### src/rtl/ray_sweep_controller.sv
// Frame-level ray sweep: steps the ray angle across NUM_COLS columns, drives the wall finder
// and hands each result to the renderer. Optional watchdog in WAIT: define RAY_TIMEOUT_EN.
module ray_sweep_controller #(
   parameter int NUM_COLS       = 160,
   parameter int HALF_FOV       = 30,
   parameter int STEP_FRAC      = 192,
   parameter int TIMEOUT_CYCLES = 1024
) (
   input  logic               clock,
   input  logic               resetn,
   input  logic               start_frame,
   input  logic signed [9:0]  player_angle_X,
   input  logic signed [9:0]  player_angle_Y,
   output logic signed [9:0]  alpha_X,
   output logic signed [9:0]  alpha_Y,
   output logic               begin_calc,
   input  logic               end_calc,
   input  logic               wall_found,
   input  logic signed [12:0] wallX,
   input  logic signed [12:0] wallY,
   output logic               col_valid,
   input  logic               col_ready,
   output logic [7:0]         col_index,
   output logic signed [12:0] col_wallX,
   output logic signed [12:0] col_wallY,
   output logic               col_hit,
   output logic               col_timeout,
   output logic               busy,
   output logic               frame_done
);

   if (NUM_COLS < 1 || NUM_COLS > 256 || STEP_FRAC < 0 || STEP_FRAC >= 512 ||
       TIMEOUT_CYCLES < 1) begin : g_bad_param
      $error("ray_sweep_controller: parameter out of range");
   end

   typedef enum logic [2:0] {
      S_IDLE  = 3'd0,
      S_ISSUE = 3'd1,
      S_WAIT  = 3'd2,
      S_EMIT  = 3'd3,
      S_NEXT  = 3'd4
   } state_t;

   state_t     state, state_nx;
   logic [7:0] idx;
   logic       last_col;
   logic       timeout_hit;

   assign col_index = idx;
   assign last_col  = (idx == 8'(NUM_COLS - 1));

`ifdef RAY_TIMEOUT_EN
   localparam int WD_W = $clog2(TIMEOUT_CYCLES + 1);
   logic [WD_W-1:0] wd;

   // wd holds the number of WAIT cycles already spent on this column
   always_ff @(posedge clock or negedge resetn) begin
      if (!resetn)
         wd <= '0;
      else if (state == S_ISSUE)
         wd <= '0;
      else if (state == S_WAIT && !timeout_hit)
         wd <= wd + 1'b1;
   end

   assign timeout_hit = (state == S_WAIT) && (wd == WD_W'(TIMEOUT_CYCLES - 1));
`else
   assign timeout_hit = 1'b0;
`endif

   always_ff @(posedge clock or negedge resetn) begin
      if (!resetn) state <= S_IDLE;
      else         state <= state_nx;
   end

   always_comb begin
      state_nx   = state;
      begin_calc = 1'b0;
      col_valid  = 1'b0;
      frame_done = 1'b0;
      busy       = (state != S_IDLE);
      case (state)
         S_IDLE:  if (start_frame) state_nx = S_ISSUE;
         S_ISSUE: begin
            begin_calc = 1'b1;
            state_nx   = S_WAIT;
         end
         S_WAIT:  if (end_calc || timeout_hit) state_nx = S_EMIT;
         S_EMIT: begin
            col_valid = 1'b1;
            if (col_ready) state_nx = S_NEXT;
         end
         S_NEXT: begin
            frame_done = last_col;
            state_nx   = last_col ? S_IDLE : S_ISSUE;
         end
         default: state_nx = S_IDLE;
      endcase
   end

   // Start angle: heading + HALF_FOV, integer part folded back into 0..359
   logic signed [10:0] start_sum, start_int;
   assign start_sum = {player_angle_X[9], player_angle_X} + 11'(HALF_FOV);
   assign start_int = (start_sum >= 11'sd360) ? start_sum - 11'sd360 : start_sum;

   // Step: borrow out of the 1/512 fraction decrements the integer degrees
   logic signed [10:0] frac_dif, int_dec;
   logic               borrow;
   logic signed [9:0]  frac_nx, int_nx;
   assign frac_dif = {1'b0, alpha_Y} - 11'(STEP_FRAC);
   assign borrow   = frac_dif[10];
   assign frac_nx  = borrow ? 10'(frac_dif + 11'sd512) : frac_dif[9:0];
   assign int_dec  = {alpha_X[9], alpha_X} - 11'(borrow);
   assign int_nx   = (int_dec < 11'sd0) ? 10'sd359 : int_dec[9:0];

   always_ff @(posedge clock or negedge resetn) begin
      if (!resetn) begin
         alpha_X     <= '0;
         alpha_Y     <= '0;
         idx         <= '0;
         col_wallX   <= '0;
         col_wallY   <= '0;
         col_hit     <= 1'b0;
         col_timeout <= 1'b0;
      end else begin
         case (state)
            S_IDLE: if (start_frame) begin
               alpha_X <= start_int[9:0];
               alpha_Y <= player_angle_Y;
               idx     <= '0;
            end
            S_WAIT: if (end_calc) begin
               col_wallX   <= wallX;
               col_wallY   <= wallY;
               col_hit     <= wall_found;
               col_timeout <= 1'b0;
            end else if (timeout_hit) begin
               col_wallX   <= '0;
               col_wallY   <= '0;
               col_hit     <= 1'b0;
               col_timeout <= 1'b1;
            end
            S_NEXT: if (!last_col) begin
               idx     <= idx + 8'd1;
               alpha_X <= int_nx;
               alpha_Y <= frac_nx;
            end
            default: ;
         endcase
      end
   end

endmodule
### config.mk
export PLATFORM = sky130hd
export DESIGN_NAME = ray_sweep_controller
export DESIGN_NICKNAME = d
export VERILOG_FILES = /design/src/rtl/ray_sweep_controller.sv
export SDC_FILE = /design/constraint.sdc
export NUM_CORES = 1
export LEC_CHECK = 0
export CORE_AREA = 3 3 94 96
export CTS_CLUSTER_SIZE = 30
export DETAILED_ROUTE_END_ITERATION = 12
export DIE_AREA = 0 0 97 99
export PLACE_DENSITY = 0.75
export SETUP_SLACK_MARGIN = 0.15
export SYNTH_ARGS = -nofsm -noshare
export SYNTH_HDL_FRONTEND = slang
export SYNTH_SLANG_ARGS = --single-unit
### constraint.sdc
create_clock -name clock -period 2.4 [get_ports clock]
set_input_delay 0.48 -clock clock [delete_from_list [all_inputs] [get_ports clock]]
set_output_delay 0.48 -clock clock [all_outputs]
set_load 0.005 [all_outputs]
==> results_dict.tcl <==
set metrics [dict create \
    min_period_ps 2477 \
    dieArea_um2 9603 \
    syn_nets 392 \
    setup_tns_ps -139.2 \
    stdcell_count 619 \
    place.gp.congestion 0.8447 \
    synth_cells 334 \
    fin_crit_sh_pct 103.2 \
    cp-start-kind "input pin" \
    violations "negative setup slack" \
    drt_wl_total_um 10180 \
    crit_path_max_fanout 5 \
    synth-simple-area-share_pct 19.68 \
    grt_pass1_vias 3335 \
    dp_cells 588 \
    final_cell_mix "clkdlybuf4s50_1 (103), buf_4 (67), dfrtp_1 (56)" \
    die_height_um 99 \
    antenna_found_initial 0 \
    cts_root_buf "clkbuf_8" \
    maxSlewViolCount 0 \
    peakVddDrop_v 0.0003372 \
    synth.avg_cell_area_um2 9.860 \
    regArea_um2 1454 \
    final_layout_size_suffix_gt1_share_pct 32.88 \
    p_leak_uw 0.002263 \
    drtAntennaViolNets 0 \
    async_flop_share_pct 100.0 \
    netlist_area_um2 3293 \
    cts_buffer_depth 2 \
    ys_seq_area_share_pct 44.07 \
    maxCapViolCount 0 \
    numCtsBuffers 9 \
    coreArea_um2 8134 \
    path_class "in -> reg" \
    clk_pin_slew_worst_paths_ps 70 \
    ys_ff_latch 58 \
    clkLatencyLatePin_ps 330 \
    postCtsHoldBufs 0 \
    crit_arrival_ps 2680 \
    hold_viol 0 \
    synth_mux_area_share_pct 9.536 \
    synth_flop_cell "dfrtp_1" \
    final_common_cell "clkdlybuf4s50_1" \
    fin_nets 567 \
    status "finished, violations left" \
    vias 3326 \
    multi_input_area_um2 1982 \
    endpoint_kind "flip-flop" \
    synth_top_family_by_area "simple AND/OR/NAND/NOR gates" \
    initial_utilization_pct 40.49 \
    ctsHtreeMaxLevel 3 \
    required_ps 2600 \
    drt_iter0_drc 130 \
    skew_ps 8.970 \
    synth_edf_count 0 \
    grt_pass1_wl_um 16630 \
    grt-ovfl-total 0 \
    syn_to_final_growth_pct 66.68 \
    drc 0 \
    fp-row-count 33 \
    yosysWarnings 0 \
    grt_setup_unrepaired "yes" \
    cts_tree "built" \
    fill_cells 639 \
    timing.final.ws_setup_ps -77.24 \
    synth-compound-area-share_pct 15.50 \
    hpwl_um 7515 \
    via_per_inst 5.373 \
    hp-class "in -> async" \
    portBuffers 110 \
    cts_sinks 58 \
    synth.distinct_cells 66 \
    drt_first_pass_iters 5 \
    wl_per_cell_um 16.45 \
    worst_slew_pin_slew_ps 676.1 \
    grt_usage_pct 21.12 \
    grt_max_degree 59 \
    num_antenna_cells 0 \
    die_w_um 97 \
    synthAdderAreaFrac_pct 2.280 \
    powerDensity_nw_per_um2 978.8 \
    setup_viol 4 \
    relSlewSlack_pct 54.45 \
    ioPinCount 112 \
    max_freq_mhz 403.7 \
    synth_xor_area_share_pct 4.559 \
]
[sequential cells by signal, indices dropped and copies added (netlist names)]
signal	flops
col_hit	1
alpha_Y	10
state	3
alpha_X	10
col_wallY	13
col_wallX	13
col_index	8
[power by group]
part / leakage (µW) / internal (µW) / total (µW) / switching [µW]
clock: 0.0000945 / 507 / 918 / 411
sequential: 0.000701 / 1410 / 1800 / 384
combinational: 0.00147 / 1620 / 2660 / 1040
[cells in the mapped netlist (7+ instances only)]
cell | number | area, µm²
mux2_2 | 27 | 304.0
nand2_1 | 31 | 116.4
xor2_1 | 7 | 61.31
clkbuf_1 | 9 | 33.78
nor2_1 | 20 | 75.07
inv_1 | 15 | 56.30
a21oi_1 | 17 | 85.08
o21ai_0 | 15 | 75.07
nor3_1 | 14 | 70.07
dfrtp_1 | 58 | 1451
xnor2_1 | 7 | 61.31
nand3_1 | 9 | 45.04
[critical path, cell delays in order]
cell       delay (ps)
buf_8             100
or2_4             250
nor2_4            130
xor2_2             80
inv_2              70
ha_4              140
or4bb_4           460
o2111ai_4          90
a221oi_4          110
buf_4             160
o21a_4            210
nor4_1            270
nor3_1            100
[timing repair]
item	4_1_cts	5_1_grt
setup endpoints to repair	11	13
buffers inserted	9	6
pin swaps	19	16
resized for setup	36	26
hold endpoints to repair	0	0
[path summary, 6_finish.rpt]
path                              startpoint      endpoint  slack, ps  depth (start not counted)
max                        player_angle_X[1]    alpha_X[7]        -80                         13
min                                   resetn  col_wallX[7]        130                          2
max reg2reg                       alpha_Y[6]    alpha_X[7]         10                         10
min reg2reg                       alpha_Y[1]    alpha_Y[1]        480                          2
max in group asynchronous             resetn      state[0]       1990                          2
min in group clock                alpha_Y[1]    alpha_Y[1]        480                          2
[through the flow]
stage	util (%)	total power, µW	hold slack (ps)	area, µm²	worst slack [ps]
3_5_place_dp	60.96	4264	468.4	4959	-830.9
3_3_place_gp	60.96	4153	459.9	4959	-751.0
5_1_grt	67.48	5725	138.4	5489	-192.0
4_1_cts	65.36	5278	139.8	5316	-60.43
2_1_floorplan	-	2798	184.4	3373	-407.7
6_report	67.48	5372	129.5	5489	-77.24
[layer usage]
| layer | up-vias | global-route usage (%) | part of all wire, % | wire length (µm) |
|---|---|---|---|---|
| met2 | 117 | 37.63 | 53 | 5386 |
| met1 | 1620 | 26.39 | 41 | 4147 |
| met3 | 12 | 2.619 | 4.9 | 498 |
| met4 | 0 | 7.559 | 1.5 | 149 |
| li1 | 1577 | - | - | - |
| met5 | - | 0 | 0 | 0 |
[cell type report]
| cell class | count | area share, % |
|---|---|---|
| multi-input cells | 244 | 36.11 |
| repair buffers | 181 | 30.27 |
| flip-flops and latches | 58 | 26.49 |
| clock buffers | 10 | 2.507 |
| well taps | 105 | 2.393 |
| clock inverters | 6 | 1.208 |
| inverters | 15 | 1.026 |
[logic make-up (layout without fill, tap and decap cells)]
logic type	after synthesis	in the layout
xor+xnor	15	15
other cells	1	1
mux	28	28
simple gates	121	121
fa+ha+maj	6	6
compound gates	73	73
flops	58	58
buf+inv	32	212
Note: power is estimated with default switching activity, not from simulation.
